**config.mk**
```make
export PLATFORM = sky130hd
export DESIGN_NAME = axi_burst_master_flat
export DESIGN_NICKNAME = d
export VERILOG_FILES = /design/src/rtl/axi_burst_master_if.sv /design/src/rtl/axi_burst_master.sv /design/src/flat_wrapper.sv
export SDC_FILE = /design/constraint.sdc
export NUM_CORES = 1
export LEC_CHECK = 0
export ABC_AREA = 1
export BUFFER_PORTS_ARGS = -buffer_cell sky130_fd_sc_hd__buf_2
export CORE_ASPECT_RATIO = 0.5
export CORE_MARGIN = 4
export CORE_UTILIZATION = 41
export DETAILED_ROUTE_END_ITERATION = 10
export PLACE_DENSITY = 0.89
export SYNTH_ARGS = -nofsm -noshare
export SYNTH_HDL_FRONTEND = slang
export SYNTH_SLANG_ARGS = --single-unit
export TNS_END_PERCENT = 50
```
**constraint.sdc**
```tcl
create_clock -name clk -period 2 [get_ports clk]
set_clock_uncertainty 0.05 [all_clocks]
set_input_delay 0.4 -clock clk [delete_from_list [all_inputs] [get_ports clk]]
set_output_delay 0.4 -clock clk [all_outputs]
set_load 0.005 [all_outputs]
```
**src/rtl/axi_burst_master_if.sv**
```systemverilog
// AXI4 AW/W/B/AR/R channel bundle between axi_burst_master and an AXI slave.
interface axi_burst_master_if #(
   parameter int unsigned ADDR_BITWIDTH = 32,
   parameter int unsigned DATA_BITWIDTH = 32,
   parameter int unsigned ID_BITWIDTH   = 1
);
   localparam int unsigned STRB_BITWIDTH = DATA_BITWIDTH / 8;

   logic                     TRAN_AWVALID;
   logic                     TRAN_AWREADY;
   logic [ADDR_BITWIDTH-1:0] TRAN_AWADDR;
   logic [ID_BITWIDTH-1:0]   TRAN_AWID;
   logic [7:0]               TRAN_AWLEN;
   logic [2:0]               TRAN_AWSIZE;
   logic [1:0]               TRAN_AWBURST;

   logic                     TRAN_WVALID;
   logic                     TRAN_WREADY;
   logic [DATA_BITWIDTH-1:0] TRAN_WDATA;
   logic [STRB_BITWIDTH-1:0] TRAN_WSTRB;
   logic                     TRAN_WLAST;

   logic                     TRAN_BVALID;
   logic                     TRAN_BREADY;
   logic [1:0]               TRAN_BRESP;
   logic [ID_BITWIDTH-1:0]   TRAN_BID;

   logic                     TRAN_ARVALID;
   logic                     TRAN_ARREADY;
   logic [ADDR_BITWIDTH-1:0] TRAN_ARADDR;
   logic [ID_BITWIDTH-1:0]   TRAN_ARID;
   logic [7:0]               TRAN_ARLEN;
   logic [2:0]               TRAN_ARSIZE;
   logic [1:0]               TRAN_ARBURST;

   logic                     TRAN_RVALID;
   logic                     TRAN_RREADY;
   logic [DATA_BITWIDTH-1:0] TRAN_RDATA;
   logic                     TRAN_RLAST;
   logic [ID_BITWIDTH-1:0]   TRAN_RID;
   logic [1:0]               TRAN_RRESP;

   modport master (
      output TRAN_AWVALID, TRAN_AWADDR, TRAN_AWID, TRAN_AWLEN, TRAN_AWSIZE, TRAN_AWBURST,
      input  TRAN_AWREADY,
      output TRAN_WVALID, TRAN_WDATA, TRAN_WSTRB, TRAN_WLAST,
      input  TRAN_WREADY,
      input  TRAN_BVALID, TRAN_BRESP, TRAN_BID,
      output TRAN_BREADY,
      output TRAN_ARVALID, TRAN_ARADDR, TRAN_ARID, TRAN_ARLEN, TRAN_ARSIZE, TRAN_ARBURST,
      input  TRAN_ARREADY,
      input  TRAN_RVALID, TRAN_RDATA, TRAN_RLAST, TRAN_RID, TRAN_RRESP,
      output TRAN_RREADY
   );

   modport slave (
      input  TRAN_AWVALID, TRAN_AWADDR, TRAN_AWID, TRAN_AWLEN, TRAN_AWSIZE, TRAN_AWBURST,
      output TRAN_AWREADY,
      input  TRAN_WVALID, TRAN_WDATA, TRAN_WSTRB, TRAN_WLAST,
      output TRAN_WREADY,
      output TRAN_BVALID, TRAN_BRESP, TRAN_BID,
      input  TRAN_BREADY,
      input  TRAN_ARVALID, TRAN_ARADDR, TRAN_ARID, TRAN_ARLEN, TRAN_ARSIZE, TRAN_ARBURST,
      output TRAN_ARREADY,
      output TRAN_RVALID, TRAN_RDATA, TRAN_RLAST, TRAN_RID, TRAN_RRESP,
      input  TRAN_RREADY
   );
endinterface

```
**src/rtl/axi_burst_master.sv**
```systemverilog
// AXI4 INCR burst initiator: one read or write command at a time from a local port.
// Optional watchdog enabled by defining AXI_BURST_MASTER_TIMEOUT_EN.
module axi_burst_master #(
   parameter int unsigned ADDR_BITWIDTH  = 32,
   parameter int unsigned DATA_BITWIDTH  = 32,
   parameter int unsigned ID_BITWIDTH    = 1,
   parameter int unsigned W_DELAY        = 2
`ifdef AXI_BURST_MASTER_TIMEOUT_EN
   , parameter int unsigned TIMEOUT_CYCLES = 256
`endif
) (
   input  logic                     clk,
   input  logic                     reset,
   input  logic                     cmd_valid,
   output logic                     cmd_ready,
   input  logic                     cmd_rnw,
   input  logic [ADDR_BITWIDTH-1:0] cmd_addr,
   input  logic [7:0]               cmd_len,
   input  logic [2:0]               cmd_size,
   input  logic [ID_BITWIDTH-1:0]   cmd_id,
   input  logic [DATA_BITWIDTH-1:0] wr_data,
   input  logic                     wr_valid,
   output logic                     wr_ready,
   output logic [DATA_BITWIDTH-1:0] rd_data,
   output logic                     rd_valid,
   output logic                     rd_last,
   input  logic                     rd_ready,
   output logic                     done,
   output logic [1:0]               status_resp,
   output logic                     status_err,
   axi_burst_master_if.master       axi
);

   typedef enum logic [2:0] {
      S_IDLE, S_AW, S_WGAP, S_W, S_B, S_AR, S_R
   } state_t;

   state_t                   state;
   logic [ADDR_BITWIDTH-1:0] addr_q;
   logic [7:0]               len_q;
   logic [2:0]               size_q;
   logic [ID_BITWIDTH-1:0]   id_q;
   logic [7:0]               beat_cnt;
   logic [3:0]               gap_cnt;
   logic                     awvalid_q;
   logic                     arvalid_q;
   logic                     bready_q;

   logic aw_hs, w_hs, b_hs, ar_hs, r_hs;
   logic last_beat;
   logic [1:0] rresp_max;
   logic timeout_hit;

   assign aw_hs     = awvalid_q & axi.TRAN_AWREADY;
   assign w_hs      = (state == S_W) & wr_valid & axi.TRAN_WREADY;
   assign b_hs      = bready_q & axi.TRAN_BVALID;
   assign ar_hs     = arvalid_q & axi.TRAN_ARREADY;
   assign r_hs      = (state == S_R) & rd_ready & axi.TRAN_RVALID;
   assign last_beat = (beat_cnt == len_q);
   assign rresp_max = (axi.TRAN_RRESP > status_resp) ? axi.TRAN_RRESP : status_resp;

   // Address channels come straight from the latched command.
   assign axi.TRAN_AWVALID = awvalid_q;
   assign axi.TRAN_AWADDR  = addr_q;
   assign axi.TRAN_AWID    = id_q;
   assign axi.TRAN_AWLEN   = len_q;
   assign axi.TRAN_AWSIZE  = size_q;
   assign axi.TRAN_AWBURST = 2'b01;
   assign axi.TRAN_ARVALID = arvalid_q;
   assign axi.TRAN_ARADDR  = addr_q;
   assign axi.TRAN_ARID    = id_q;
   assign axi.TRAN_ARLEN   = len_q;
   assign axi.TRAN_ARSIZE  = size_q;
   assign axi.TRAN_ARBURST = 2'b01;
   assign axi.TRAN_BREADY  = bready_q;

   // Data beats pass through combinationally while the matching state is active.
   assign axi.TRAN_WVALID  = (state == S_W) & wr_valid;
   assign axi.TRAN_WDATA   = wr_data;
   assign axi.TRAN_WSTRB   = '1;
   assign axi.TRAN_WLAST   = (state == S_W) & last_beat;
   assign wr_ready         = (state == S_W) & axi.TRAN_WREADY;
   assign axi.TRAN_RREADY  = (state == S_R) & rd_ready;
   assign rd_valid         = (state == S_R) & axi.TRAN_RVALID;
   assign rd_data          = axi.TRAN_RDATA;
   assign rd_last          = (state == S_R) & axi.TRAN_RLAST;

`ifdef AXI_BURST_MASTER_TIMEOUT_EN
   logic [15:0] wd_cnt;
   logic        wd_active;
   logic        chan_hs;

   assign wd_active   = (state == S_AW) | (state == S_W) | (state == S_B) |
                        (state == S_AR) | (state == S_R);
   assign chan_hs     = aw_hs | w_hs | b_hs | ar_hs | r_hs;
   assign timeout_hit = wd_active & ~chan_hs & (wd_cnt == 16'(TIMEOUT_CYCLES - 1));

   // Counts consecutive stalled cycles on the active channel.
   always_ff @(posedge clk) begin
      if (reset) begin
         wd_cnt <= '0;
      end else if (!wd_active || chan_hs || timeout_hit) begin
         wd_cnt <= '0;
      end else begin
         wd_cnt <= wd_cnt + 16'd1;
      end
   end
`else
   assign timeout_hit = 1'b0;
`endif

   always_ff @(posedge clk) begin
      if (reset) begin
         state       <= S_IDLE;
         cmd_ready   <= 1'b0;
         addr_q      <= '0;
         len_q       <= '0;
         size_q      <= '0;
         id_q        <= '0;
         beat_cnt    <= '0;
         gap_cnt     <= '0;
         awvalid_q   <= 1'b0;
         arvalid_q   <= 1'b0;
         bready_q    <= 1'b0;
         done        <= 1'b0;
         status_resp <= '0;
         status_err  <= 1'b0;
      end else begin
         done <= 1'b0;
         case (state)
            S_IDLE: begin
               cmd_ready <= 1'b1;
               if (cmd_valid && cmd_ready) begin
                  cmd_ready   <= 1'b0;
                  addr_q      <= cmd_addr;
                  len_q       <= cmd_len;
                  size_q      <= cmd_size;
                  id_q        <= cmd_id;
                  status_resp <= '0;
                  status_err  <= 1'b0;
                  if (cmd_rnw) begin
                     arvalid_q <= 1'b1;
                     state     <= S_AR;
                  end else begin
                     awvalid_q <= 1'b1;
                     state     <= S_AW;
                  end
               end
            end
            S_AW: begin
               if (aw_hs) begin
                  awvalid_q <= 1'b0;
                  gap_cnt   <= '0;
                  state     <= (W_DELAY == 0) ? S_W : S_WGAP;
               end
            end
            // Lets the slave register AW before the first W beat is offered.
            S_WGAP: begin
               if (gap_cnt == 4'(W_DELAY - 1)) begin
                  state <= S_W;
               end else begin
                  gap_cnt <= gap_cnt + 4'd1;
               end
            end
            S_W: begin
               if (w_hs) begin
                  if (last_beat) begin
                     beat_cnt <= '0;
                     bready_q <= 1'b1;
                     state    <= S_B;
                  end else begin
                     beat_cnt <= beat_cnt + 8'd1;
                  end
               end
            end
            S_B: begin
               if (b_hs) begin
                  bready_q    <= 1'b0;
                  status_resp <= axi.TRAN_BRESP;
                  status_err  <= status_err | (axi.TRAN_BID != id_q);
                  done        <= 1'b1;
                  state       <= S_IDLE;
               end
            end
            S_AR: begin
               if (ar_hs) begin
                  arvalid_q <= 1'b0;
                  state     <= S_R;
               end
            end
            // Exit is driven by the beat count; a misplaced RLAST only flags an error.
            S_R: begin
               if (r_hs) begin
                  status_resp <= rresp_max;
                  status_err  <= status_err | (axi.TRAN_RID != id_q) |
                                 (axi.TRAN_RLAST != last_beat);
                  if (last_beat) begin
                     beat_cnt <= '0;
                     done     <= 1'b1;
                     state    <= S_IDLE;
                  end else begin
                     beat_cnt <= beat_cnt + 8'd1;
                  end
               end
            end
            default: state <= S_IDLE;
         endcase

         if (timeout_hit) begin
            awvalid_q  <= 1'b0;
            arvalid_q  <= 1'b0;
            bready_q   <= 1'b0;
            beat_cnt   <= '0;
            status_err <= 1'b1;
            done       <= 1'b1;
            state      <= S_IDLE;
         end
      end
   end

endmodule

```
**src/flat_wrapper.sv**
```systemverilog
// flat-port wrapper written by rule: the top's interface ports become plain ports
module axi_burst_master_flat 
#(
   parameter int unsigned ADDR_BITWIDTH  = 32,
   parameter int unsigned DATA_BITWIDTH  = 32,
   parameter int unsigned ID_BITWIDTH    = 1,
   parameter int unsigned W_DELAY        = 2

)
  (clk, reset, cmd_valid, cmd_ready, cmd_rnw, cmd_addr, cmd_len, cmd_size, cmd_id, wr_data, wr_valid, wr_ready, rd_data, rd_valid, rd_last, rd_ready, done, status_resp, status_err, axi_TRAN_AWVALID, axi_TRAN_AWADDR, axi_TRAN_AWID, axi_TRAN_AWLEN, axi_TRAN_AWSIZE, axi_TRAN_AWBURST, axi_TRAN_AWREADY, axi_TRAN_WVALID, axi_TRAN_WDATA, axi_TRAN_WSTRB, axi_TRAN_WLAST, axi_TRAN_WREADY, axi_TRAN_BVALID, axi_TRAN_BRESP, axi_TRAN_BID, axi_TRAN_BREADY, axi_TRAN_ARVALID, axi_TRAN_ARADDR, axi_TRAN_ARID, axi_TRAN_ARLEN, axi_TRAN_ARSIZE, axi_TRAN_ARBURST, axi_TRAN_ARREADY, axi_TRAN_RVALID, axi_TRAN_RDATA, axi_TRAN_RLAST, axi_TRAN_RID, axi_TRAN_RRESP, axi_TRAN_RREADY);
  axi_burst_master_if #(.ADDR_BITWIDTH(ADDR_BITWIDTH), .DATA_BITWIDTH(DATA_BITWIDTH), .ID_BITWIDTH(ID_BITWIDTH)) axi_i ();
  input  logic clk;
  input  logic reset;
  input  logic cmd_valid;
  output logic cmd_ready;
  input  logic cmd_rnw;
  input  logic [ADDR_BITWIDTH-1:0] cmd_addr;
  input  logic [7:0] cmd_len;
  input  logic [2:0] cmd_size;
  input  logic [ID_BITWIDTH-1:0] cmd_id;
  input  logic [DATA_BITWIDTH-1:0] wr_data;
  input  logic wr_valid;
  output logic wr_ready;
  output logic [DATA_BITWIDTH-1:0] rd_data;
  output logic rd_valid;
  output logic rd_last;
  input  logic rd_ready;
  output logic done;
  output logic [1:0] status_resp;
  output logic status_err;
  output wire logic [$bits(axi_i.TRAN_AWVALID)-1:0] axi_TRAN_AWVALID;
  output wire logic [$bits(axi_i.TRAN_AWADDR)-1:0] axi_TRAN_AWADDR;
  output wire logic [$bits(axi_i.TRAN_AWID)-1:0] axi_TRAN_AWID;
  output wire logic [$bits(axi_i.TRAN_AWLEN)-1:0] axi_TRAN_AWLEN;
  output wire logic [$bits(axi_i.TRAN_AWSIZE)-1:0] axi_TRAN_AWSIZE;
  output wire logic [$bits(axi_i.TRAN_AWBURST)-1:0] axi_TRAN_AWBURST;
  input wire logic [$bits(axi_i.TRAN_AWREADY)-1:0] axi_TRAN_AWREADY;
  output wire logic [$bits(axi_i.TRAN_WVALID)-1:0] axi_TRAN_WVALID;
  output wire logic [$bits(axi_i.TRAN_WDATA)-1:0] axi_TRAN_WDATA;
  output wire logic [$bits(axi_i.TRAN_WSTRB)-1:0] axi_TRAN_WSTRB;
  output wire logic [$bits(axi_i.TRAN_WLAST)-1:0] axi_TRAN_WLAST;
  input wire logic [$bits(axi_i.TRAN_WREADY)-1:0] axi_TRAN_WREADY;
  input wire logic [$bits(axi_i.TRAN_BVALID)-1:0] axi_TRAN_BVALID;
  input wire logic [$bits(axi_i.TRAN_BRESP)-1:0] axi_TRAN_BRESP;
  input wire logic [$bits(axi_i.TRAN_BID)-1:0] axi_TRAN_BID;
  output wire logic [$bits(axi_i.TRAN_BREADY)-1:0] axi_TRAN_BREADY;
  output wire logic [$bits(axi_i.TRAN_ARVALID)-1:0] axi_TRAN_ARVALID;
  output wire logic [$bits(axi_i.TRAN_ARADDR)-1:0] axi_TRAN_ARADDR;
  output wire logic [$bits(axi_i.TRAN_ARID)-1:0] axi_TRAN_ARID;
  output wire logic [$bits(axi_i.TRAN_ARLEN)-1:0] axi_TRAN_ARLEN;
  output wire logic [$bits(axi_i.TRAN_ARSIZE)-1:0] axi_TRAN_ARSIZE;
  output wire logic [$bits(axi_i.TRAN_ARBURST)-1:0] axi_TRAN_ARBURST;
  input wire logic [$bits(axi_i.TRAN_ARREADY)-1:0] axi_TRAN_ARREADY;
  input wire logic [$bits(axi_i.TRAN_RVALID)-1:0] axi_TRAN_RVALID;
  input wire logic [$bits(axi_i.TRAN_RDATA)-1:0] axi_TRAN_RDATA;
  input wire logic [$bits(axi_i.TRAN_RLAST)-1:0] axi_TRAN_RLAST;
  input wire logic [$bits(axi_i.TRAN_RID)-1:0] axi_TRAN_RID;
  input wire logic [$bits(axi_i.TRAN_RRESP)-1:0] axi_TRAN_RRESP;
  output wire logic [$bits(axi_i.TRAN_RREADY)-1:0] axi_TRAN_RREADY;
  assign axi_TRAN_AWVALID = axi_i.TRAN_AWVALID;
  assign axi_TRAN_AWADDR = axi_i.TRAN_AWADDR;
  assign axi_TRAN_AWID = axi_i.TRAN_AWID;
  assign axi_TRAN_AWLEN = axi_i.TRAN_AWLEN;
  assign axi_TRAN_AWSIZE = axi_i.TRAN_AWSIZE;
  assign axi_TRAN_AWBURST = axi_i.TRAN_AWBURST;
  assign axi_i.TRAN_AWREADY = axi_TRAN_AWREADY;
  assign axi_TRAN_WVALID = axi_i.TRAN_WVALID;
  assign axi_TRAN_WDATA = axi_i.TRAN_WDATA;
  assign axi_TRAN_WSTRB = axi_i.TRAN_WSTRB;
  assign axi_TRAN_WLAST = axi_i.TRAN_WLAST;
  assign axi_i.TRAN_WREADY = axi_TRAN_WREADY;
  assign axi_i.TRAN_BVALID = axi_TRAN_BVALID;
  assign axi_i.TRAN_BRESP = axi_TRAN_BRESP;
  assign axi_i.TRAN_BID = axi_TRAN_BID;
  assign axi_TRAN_BREADY = axi_i.TRAN_BREADY;
  assign axi_TRAN_ARVALID = axi_i.TRAN_ARVALID;
  assign axi_TRAN_ARADDR = axi_i.TRAN_ARADDR;
  assign axi_TRAN_ARID = axi_i.TRAN_ARID;
  assign axi_TRAN_ARLEN = axi_i.TRAN_ARLEN;
  assign axi_TRAN_ARSIZE = axi_i.TRAN_ARSIZE;
  assign axi_TRAN_ARBURST = axi_i.TRAN_ARBURST;
  assign axi_i.TRAN_ARREADY = axi_TRAN_ARREADY;
  assign axi_i.TRAN_RVALID = axi_TRAN_RVALID;
  assign axi_i.TRAN_RDATA = axi_TRAN_RDATA;
  assign axi_i.TRAN_RLAST = axi_TRAN_RLAST;
  assign axi_i.TRAN_RID = axi_TRAN_RID;
  assign axi_i.TRAN_RRESP = axi_TRAN_RRESP;
  assign axi_TRAN_RREADY = axi_i.TRAN_RREADY;
  axi_burst_master #(.ADDR_BITWIDTH(ADDR_BITWIDTH), .DATA_BITWIDTH(DATA_BITWIDTH), .ID_BITWIDTH(ID_BITWIDTH), .W_DELAY(W_DELAY)) u_core (.clk(clk), .reset(reset), .cmd_valid(cmd_valid), .cmd_ready(cmd_ready), .cmd_rnw(cmd_rnw), .cmd_addr(cmd_addr), .cmd_len(cmd_len), .cmd_size(cmd_size), .cmd_id(cmd_id), .wr_data(wr_data), .wr_valid(wr_valid), .wr_ready(wr_ready), .rd_data(rd_data), .rd_valid(rd_valid), .rd_last(rd_last), .rd_ready(rd_ready), .done(done), .status_resp(status_resp), .status_err(status_err), .axi(axi_i));
endmodule
```
Yosys cells after proc, flatten, opt, wreduce, memory -nomap -nowiden
Cells that the tools add are included.
{"block": "op_classes", "n_addsub": 2, "mul": 0, "div": 0, "magnitude_cmp": 1, "eq_ne": 24, "shift": 0, "muxes": 44, "n_bitwise": 14, "reduce_logical": 17}
{"cell": "$mux W3", "count": 10}
{"cell": "$mux W8", "count": 3}
{"cell": "$pmux W3 S7", "count": 1}
{"cell": "$ne A2 B1 Y1 const B", "count": 10}
{"cell": "$mux W1", "count": 16}
{"cell": "$pmux W8 S2", "count": 1}
{"cell": "$reduce_and A4 Y1", "count": 4}
{"cell": "$and A1 B1 Y1", "count": 11}
{"cell": "$reduce_bool A2 Y1", "count": 5}
{"cell": "$eq A3 B3 Y1 const B", "count": 3}
{"cell": "$reduce_and A9 Y1", "count": 1}
{"cell": "$add A8 B1 Y8 const B", "count": 1}
{"cell": "$eq A8 B8 Y1", "count": 1}
{"cell": "$mux W2", "count": 4}
{"cell": "$mux W4", "count": 2}
{"cell": "$pmux W1 S2", "count": 4}
{"cell": "$pmux W4 S2", "count": 1}
{"cell": "$eq A3 B2 Y1 const B", "count": 2}
{"cell": "$ne A2 B2 Y1 const B", "count": 3}
{"cell": "$pmux W2 S3", "count": 1}
{"cell": "$reduce_and A3 Y1", "count": 2}
{"cell": "$reduce_and A5 Y1", "count": 1}
{"cell": "$add A4 B1 Y4 const B", "count": 1}
{"cell": "$eq A4 B1 Y1 const B", "count": 1}
{"cell": "9 further kinds", "count": 13}
{"block": "totals", "ff_bits": 67, "latchBits": 0, "mem_bits_rw": 0, "mem_bits_ro": 0, "out_inout_bits": 174, "wordCells": 116, "memories": 0}

Depth between registers and ports, before layout
Gate-level depths: netlist of the first run.
{"block": "depth", "depth_word": 5, "depth_mapped": 11}

Least setup slack after synthesis of the first run
OpenSTA, ideal clock, no wires.
{"block": "synth_timing", "kind": "reg-to-output", "from": "reg u_core.beat_cnt[5]", "to": "out axi_TRAN_WLAST", "t_arrival_ps": 987, "required_ps": 1550, "setup_slack_ps": 563, "stages_incl_launch_ff": 8, "n_path_buf": 0, "cell_sequence": "dfxtp_1 -> inv_1 -> nand2_1 -> nand2_1 -> nand2_1 -> nor2_1 -> nand2_1 -> nor2_1"}
{"block": "synth_via", "elab_chain_cells": 2}
{"element": "start, declared", "line": "axi_burst_master.sv:43", "text": "logic [7:0] beat_cnt;"}
{"element": "start signal, assigned", "line": "axi_burst_master.sv:172", "text": "beat_cnt <= beat_cnt + 8'd1;"}
{"element": "start signal, assigned", "line": "axi_burst_master.sv:202", "text": "beat_cnt <= beat_cnt + 8'd1;"}
{"element": "$eq A8 B8 Y1", "line": "axi_burst_master.sv:59", "text": "assign last_beat = (beat_cnt == len_q);"}
{"element": "$and A1 B1 Y1", "line": "axi_burst_master.sv:81", "text": "assign axi.TRAN_WLAST = (state == S_W) & last_beat;"}
{"element": "end, declared", "line": "flat_wrapper.sv:41", "text": "output wire logic [$bits(axi_i.TRAN_WLAST)-1:0] axi_TRAN_WLAST;"}
No other way between the ends.

Worst setup path in the final report of the first run
{"block": "layout_timing", "from": "reg u_core.len_q[1] (netlist: u_core.axi.TRAN_ARLEN[1])", "to": "out axi_TRAN_WLAST"}
{"block": "layout_via", "elab_chain_cells": 2}
{"element": "start, declared", "line": "axi_burst_master.sv:40", "text": "logic [7:0] len_q;"}
{"element": "start signal, assigned", "line": "axi_burst_master.sv:136", "text": "len_q <= cmd_len;"}
{"element": "$eq A8 B8 Y1", "line": "axi_burst_master.sv:59"}
{"element": "$and A1 B1 Y1", "line": "axi_burst_master.sv:81"}
No other way between the ends.

==> impl_summary.log, run 1 <==
[metrics] final cycle utilization of the critical path: 0.9717
[metrics] distinct cell type count of the synthesized netlist: 34
[metrics] antenna violations before repair: 0
[metrics] relative slew slack: 0.4613
[metrics] critical path fanouts, max: 5
[metrics] first-pass GRT wire length: 16330 um
[metrics] Final Hold Slack: 0.2362 ns
[metrics] number of enable flip-flop cells after synthesis: 0
[metrics] count of endpoints failing hold in the final timing report: 0
[metrics] number of buffers on the longest clock path: 2
[metrics] total area of multi-input combinational cells: 1549 sq um
[metrics] CP startpoint kind: register
[metrics] Post-Syn Area: 3920 sq um
[metrics] number of ports placed on the die boundary: 300
[metrics] most used cell along the critical path: sky130_fd_sc_hd__nand2_1
[metrics] Post-synth top cells: sky130_fd_sc_hd__buf_4, sky130_fd_sc_hd__nor2_1, sky130_fd_sc_hd__dfxtp_1, sky130_fd_sc_hd__nand2_1, sky130_fd_sc_hd__o21ai_0
[metrics] area of the die: 11280 sq um
[metrics] Worst-Skew Late Latency: 0.34 ns
[metrics] ratio of cells with drive above 1 in the final layout: 0.3788
[metrics] Die Ht: 77.14 um
[metrics] weighted congestion at the end of routability-driven global placement: 0.8252
[metrics] data arrival time of the critical path: 1.49 ns
[metrics] proportion of register bits with asynchronous set or reset after synthesis: 0
[metrics] Max-cap violations: 0
[metrics] DR WL/cell: 15.26 um
[metrics] DR DRC count: 0
[metrics] Site Rows: 24
[metrics] initial DRC count: 338
[metrics] clock transition at the registers of the reported paths: 0.06 ns
[metrics] minimum clock period after layout: 1.943 ns
[metrics] initial core utilization: 0.4351
[metrics] number of vias per cell: 4.882
[metrics] number of warning messages in the yosys log: 0
[metrics] worst vdd rail ir drop: 527.1 uV
[metrics] sequential cell area: 1353 sq um
[metrics] kind of cell adding the most delay to the critical path: simple AND/OR/NAND/NOR gates
[metrics] final number of setup-violating endpoints: 0
[metrics] count of antenna-violating nets left after detailed routing: 0
[metrics] Fmax: 514.5 MHz
[metrics] total leakage power: 0.002386 uW
[metrics] sink count of the clock tree: 67
[metrics] main flop type after synthesis: sky130_fd_sc_hd__dfxtp_1
[metrics] area of the core: 9009 sq um
[metrics] post-detailed-routing wire length: 10850 um
[metrics] sort of element at the end of the critical path: output port
[metrics] placed wire-length estimate: 7956 um
[metrics] Total Routing Usage GR: 0.1770
[metrics] die extent in x: 146.3 um
[metrics] max-slew violation count: 0
[metrics] PwrDens: 1281 nW/um^2
[metrics] cell taking the most area after synthesis: sky130_fd_sc_hd__dfxtp_1
[metrics] ANT cells: 0
[metrics] Slowest cell on crit path: sky130_fd_sc_hd__dfxtp_2
[metrics] ordered list of cells on the worst path: inv_1 > nand2_1 > nand2_1 > nand2_1 > nor2_4 > nand2_4 > nor2_2 > buf_2
[metrics] endpoint required time on the critical path: 1.55 ns
[metrics] sequential fraction of the synthesis area: 0.3422
[metrics] CP max stage delay: 0.34 ns
[metrics] fin nets: 720
[metrics] GRT overflow: 0
[metrics] area fraction of the dominant cell type after synthesis: 0.3422
[metrics] Synth Register Bits: 67
[metrics] critical path start-end classification: register to output port
[metrics] via count of the first global-routing pass: 3238
[metrics] WP buf/inv: 2
[metrics] slew of the pin with the lowest slew margin: 0.8069 ns
[metrics] largest net degree at the start of global routing: 55
[metrics] top-count cell post-synth: sky130_fd_sc_hd__buf_4
[metrics] cell types with the largest area share after synthesis: sky130_fd_sc_hd__dfxtp_1, sky130_fd_sc_hd__buf_4, sky130_fd_sc_hd__nor2_1, sky130_fd_sc_hd__o21ai_0, sky130_fd_sc_hd__nand2_1
[metrics] number of buffers inserted by port buffering: 163
[metrics] H-tree depth reported by CTS: 3
[metrics] final standard cell utilization of the core: 0.4924
[metrics] per-instance average area after synthesis: 7.327 sq um
[metrics] cell count after synthesis: 535
[metrics] CTS Root Buffer Type: sky130_fd_sc_hd__clkbuf_16
[metrics] status: finished clean
[metrics] area delta synth->final: 13.15%
[metrics] HP Class: input pin to register
[metrics] total vias in the final route: 3471
[metrics] Layout fillers: 828
[metrics] Num CTS Buffers: 9
[metrics] number of detailed-route iterations in the first pass: 5
[metrics] TritonCTS clock tree: done
-- state kept, by name, indices dropped and copies added, names as in the netlist --
signal / flops
u_core.axi.TRAN_ARADDR: 32
u_core.axi.TRAN_ARID: 1
u_core.axi.TRAN_ARLEN: 8
u_core.axi.TRAN_ARSIZE: 3
u_core.axi.TRAN_ARVALID: 1
u_core.axi.TRAN_AWVALID: 1
u_core.axi.TRAN_BREADY: 1
u_core.beat_cnt: 8
u_core.cmd_ready: 1
u_core.done: 1
u_core.gap_cnt: 4
u_core.state: 3
u_core.status_err: 1
u_core.status_resp: 2
-- through the flow --
stage / power (uW) / std cells / setup slack, ns / instance area (sq um) / setup TNS (ns)
4_1_cts: 5581 / 709 / 0.01198 / 4385 / 0
3_5_place_dp: 3562 / 693 / 0.1670 / 4001 / 0
5_1_grt: 6020 / 711 / -0.02956 / 4436 / -0.02956
2_1_floorplan: 3194 / 541 / 0.5629 / 3943 / 0
6_report: 5682 / 711 / 0.05653 / 4436 / 0
3_3_place_gp: 3489 / 693 / 0.2696 / 4001 / 0
-- where the power goes --
group          leakage [uW]  internal [uW]  switching, uW
clock              0.000179           1380            598
sequential         0.000549           1610            246
combinational       0.00166            742           1110
total               0.00239           3730           1950
-- cell type report --
class / instances / share of cell area
repair buffers: 167 / 0.1935
well taps: 117 / 0.03300
flip-flops and latches: 67 / 0.3049
clock buffers: 10 / 0.05388
clock inverters: 6 / 0.03075
multi-input cells: 305 / 0.3492
inverters: 39 / 0.03470
-- per-layer routing --
metal | up-vias | wire length, um | global-route usage
li1 | 1665 | - | -
met1 | 1562 | 3783 | 0.1764
met2 | 201 | 5689 | 0.3241
met3 | 43 | 1075 | 0.07362
met4 | 0 | 303 | 0.08068
met5 | - | 0 | 0
-- timing repair --
action | CTS | global route
setup endpoints to repair | 1 | 1
setup buffers | 0 | 2
resized for setup | 4 | 13
pin swaps | 0 | 4
hold buffers | 0 | 0
-- placed cells by master, fill, tap and decap left out, types with 2 or more instances in the layout --
master                      instances
sky130_fd_sc_hd__nand3_1            7
sky130_fd_sc_hd__bufinv_16          4
sky130_fd_sc_hd__nand3_4            2
sky130_fd_sc_hd__buf_4              3
sky130_fd_sc_hd__a31oi_1            2
sky130_fd_sc_hd__nor2_1           112
sky130_fd_sc_hd__ha_1               5
sky130_fd_sc_hd__nand2_2            3
sky130_fd_sc_hd__nand2_1           53
sky130_fd_sc_hd__nor2_4             3
sky130_fd_sc_hd__xor2_1             5
sky130_fd_sc_hd__inv_2              8
sky130_fd_sc_hd__nor3b_2            2
sky130_fd_sc_hd__nand3_2            2
sky130_fd_sc_hd__a21oi_1           17
sky130_fd_sc_hd__nor2_2             4
sky130_fd_sc_hd__o21ai_2            2
sky130_fd_sc_hd__o21ai_4            2
sky130_fd_sc_hd__o21ai_0           51
sky130_fd_sc_hd__conb_1             8
sky130_fd_sc_hd__inv_1             29
sky130_fd_sc_hd__nor3_1             9
sky130_fd_sc_hd__xnor2_1            4
sky130_fd_sc_hd__clkbuf_16          9
sky130_fd_sc_hd__dfxtp_1           60
sky130_fd_sc_hd__a211oi_1           2
sky130_fd_sc_hd__nand2_4            3
sky130_fd_sc_hd__dfxtp_2            6
sky130_fd_sc_hd__nand3b_1           2
sky130_fd_sc_hd__buf_2            163
-- tightest hold or removal path, delay by kind of cell --
| kind | cells | cell delay (ns) |
|---|---|---|
| AND/OR/NAND/NOR | 2 | 0.11 |
| buffers and inverters | 1 | 0.08 |
-- path summary, 6_finish.rpt --
path	end	slack [ns]	cells past startpoint	from
setup / recovery	axi_TRAN_WLAST	0.06	8	u_core.axi.TRAN_ARLEN[1]
hold / removal	u_core.axi.TRAN_ARADDR[16]	0.24	3	cmd_addr[16]
setup reg to reg	u_core.axi.TRAN_ARLEN[4]	0.12	6	u_core.state[1]
hold reg to reg	u_core.gap_cnt[0]	0.46	2	u_core.gap_cnt[0]
-- logic make-up after synthesis --
family                   synth area share
AO/OA/AOI/OAI                      0.1146
XOR/XNOR                          0.02234
adder cells (fa/ha/maj)           0.01596
buffers and inverters              0.2767
flip-flops                         0.3422
other                            0.001916
AND/OR/NAND/NOR                    0.2263
No activity file was read; power rests on OpenSTA's default activity.
==> run 2, diff against run 1 <==
CELL_PAD_IN_SITES_DETAIL_PLACEMENT = 1   (was unset)
CELL_PAD_IN_SITES_GLOBAL_PLACEMENT = 2   (was unset)
CORE_UTILIZATION = 19   (was 41)
PLACE_DENSITY = 0.86   (was 0.89)
==> impl_summary.log, run 2 (synthesis gave the netlist of run 1 again) <==
[metrics] sum of internal, switching and leakage power: 5600 uW (-1.4%)
[metrics] ratio of cells with drive above 1 in the final layout: 0.3746 (-0.004206)
[metrics] weighted congestion at the end of routability-driven global placement: 0.8223 (-0.35%)
[metrics] largest net degree at the start of global routing: 41 (-25%)
[metrics] Setup WS pre-CTS: 0.2418 ns (+0.07477 ns)
[metrics] count of antenna-violating nets left after detailed routing: 0 (unchanged)
[metrics] Fmax: 528.8 MHz (+2.8%)
[metrics] net load switching power: 2002 uW (+2.4%)
[metrics] R2R setup slack: 0.28 ns (+0.16 ns)
[metrics] minimum clock period after layout: 1.891 ns (-0.05232 ns)
[metrics] sort of element at the end of the critical path: output port
[metrics] Layout fillers: 2446 (+200%)
[metrics] placed wire-length estimate: 9099 um (+14%)
[metrics] H-tree depth reported by CTS: 3 (unchanged)
[metrics] TritonCTS clock tree: done
[metrics] first-pass GRT wire length: 18120 um (+11%)
[metrics] Total Routing Usage GR: 0.09819 (-0.07885)
[metrics] relative contribution of the clock network to total power: 0.333 (-0.015)
[metrics] CTS Root Buffer Type: sky130_fd_sc_hd__clkbuf_16
[metrics] final cycle utilization of the critical path: 0.9456 (-0.02616)
[metrics] area delta synth->final: 17.94%
[metrics] commonest non-fill, non-tap cells in the layout: sky130_fd_sc_hd__buf_2, sky130_fd_sc_hd__nor2_1, sky130_fd_sc_hd__dfxtp_1, sky130_fd_sc_hd__nand2_1, sky130_fd_sc_hd__o21ai_0
[metrics] total area of multi-input combinational cells: 1541 sq um (-0.48%)
[metrics] Largest register FFs: 32 (unchanged)
[metrics] PwrDens: 1211 nW/um^2 (-5.4%)
[metrics] met3 Track Usage GR: 0.02965 (-0.04397)
[metrics] global route hottest layer: met2
[metrics] number of vias per cell: 3.938 (-19%)
[metrics] data arrival time of the critical path: 1.44 ns (-0.05 ns)
[metrics] slew of the pin with the lowest slew margin: 0.5304 ns (-0.2765 ns)
[metrics] Net Sw Frac: 0.3575 (+0.01347)
[metrics] sink count of the clock tree: 67 (unchanged)
[metrics] Die Ht: 109.6 um (+42%)
[metrics] GRT overflow: 0 (unchanged)
[metrics] critical path fanouts, max: 5 (unchanged)
[metrics] Site Rows: 36 (+50%)
[metrics] initial DRC count: 153 (-55%)
[metrics] final standard cell utilization of the core: 0.2327 (-0.2596)
[metrics] Num CTS Buffers: 9 (unchanged)
[metrics] CP startpoint kind: register
[metrics] final number of setup-violating endpoints: 0 (unchanged)
[metrics] number of buffers on the longest clock path: 2 (unchanged)
[metrics] count of endpoints failing hold in the final timing report: 0 (unchanged)
[metrics] status: finished clean
[metrics] area of the die: 23130 sq um (+110%)
[metrics] initial core utilization: 0.1973 (-0.2378)
[metrics] critical path start-end classification: register to output port
[metrics] fin nets: 724 (+0.56%)
[metrics] logic gate share of total power: 0.339 (+0.013)
[metrics] Worst-Skew Late Latency: 0.33 ns (about the same)
[metrics] relative slew slack: 0.6459 (+0.1846)
[metrics] number of ports placed on the die boundary: 300 (unchanged)
[metrics] endpoint required time on the critical path: 1.55 ns (about the same)
[metrics] HP Class: input pin to register
[metrics] via count of the first global-routing pass: 3519 (+8.7%)
[metrics] number of buffers inserted by port buffering: 163 (unchanged)
[metrics] Max-cap violations: 0 (unchanged)
[metrics] cell internal pwr: 3598 uW (-3.5%)
[metrics] final setup margin: 0.1089 ns (+0.05232 ns)
[metrics] post-detailed-routing wire length: 11690 um (+7.8%)
[metrics] number of detailed-route iterations in the first pass: 4 (-1)
[metrics] total vias in the final route: 3402 (-2.0%)
[metrics] worst vdd rail ir drop: 381.0 uV (-28%)
[metrics] met1 Use GR: 0.1062 (-0.07023)
[metrics] ANT cells: 0 (unchanged)
[metrics] area of the core: 19860 sq um (+120%)
[metrics] die extent in x: 211.1 um (+44%)
[metrics] met2 GRT Util: 0.1835 (-0.1406)
[metrics] hold buffer count at CTS: 0 (unchanged)
[metrics] max-slew violation count: 0 (unchanged)
[metrics] clock transition at the registers of the reported paths: 0.06 ns (about the same)
[metrics] fraction of power consumed by sequential logic: 0.327 (about the same)
[metrics] antenna violations before repair: 0 (unchanged)
[metrics] DR DRC count: 0 (unchanged)
[metrics] DR WL/cell: 13.53 um (-11%)
[metrics] total leakage power: 0.002400 uW (+0.56%)
[metrics] most frequent standard cell in the layout excluding fill and tap cells: sky130_fd_sc_hd__buf_2
[metrics] sequential cell area: 1345 sq um (-0.56%)
==> run 2: worst max-delay path, cell delays in order, from the launching register on <==
cell,delay (ns)
sky130_fd_sc_hd__dfxtp_1,0.40
sky130_fd_sc_hd__xnor2_1,0.14
sky130_fd_sc_hd__nand2_1,0.10
sky130_fd_sc_hd__nor2_4,0.15
sky130_fd_sc_hd__nand2_4,0.09
sky130_fd_sc_hd__nor2_2,0.09
sky130_fd_sc_hd__buf_2,0.14
==> run 2: worst paths after layout <==
path | from | end | depth (start not counted)
max reg2reg | u_core.state[1] | u_core.axi.TRAN_ARADDR[21] | 7
min reg2reg | u_core.cmd_ready | u_core.cmd_ready | 2
min | cmd_addr[3] | u_core.axi.TRAN_ARADDR[3] | 3
max | u_core.beat_cnt[0] | axi_TRAN_WLAST | 6
==> run 2: power by group through the flow <==
stage	Clock [uW]	Sequential (uW)	Combinational [uW]
floorplan	0	1840	1350
global placement	0	1850	1770
detailed placement	0	1860	1800
CTS	1930	1840	1850
global route	1980	1880	2140
finish	1870	1830	1900
==> run 2: cell type report <==
class,instances,share of cell area
clock buffer,9,0.04871
clock inverter,7,0.02679
inverter,39,0.03329
multi-input combinational,305,0.3334
sequential,67,0.2909
tap,266,0.07199
timing repair buffer,171,0.1949
==> run 2: stage by stage <==
step	hold WS, ns	TNS [ns]	area (sq um)	instances
floorplan	0.4185	0	3943	541
finish	0.2396	0	4623	864
detailed placement	0.4418	0	4230	846
global placement	0.4270	0	4230	846
CTS	0.2288	0	4593	862
global route	0.2403	-0.02427	4623	864
==> run 2: routing by layer <==
layer  vias up  routed length (um)
li1       1674                   -
met1      1634                4742
met2        79                6263
met3        15                 493
met4         0                 194
met5         -                   0
==> run 2: what timing repair did <==
item                       CTS  global route
setup endpoints to repair    1             1
cloned                       0             0
pin swaps                    0             3
gates resized for setup      6             5
hold endpoints to repair     0             0
setup buffers                0             2
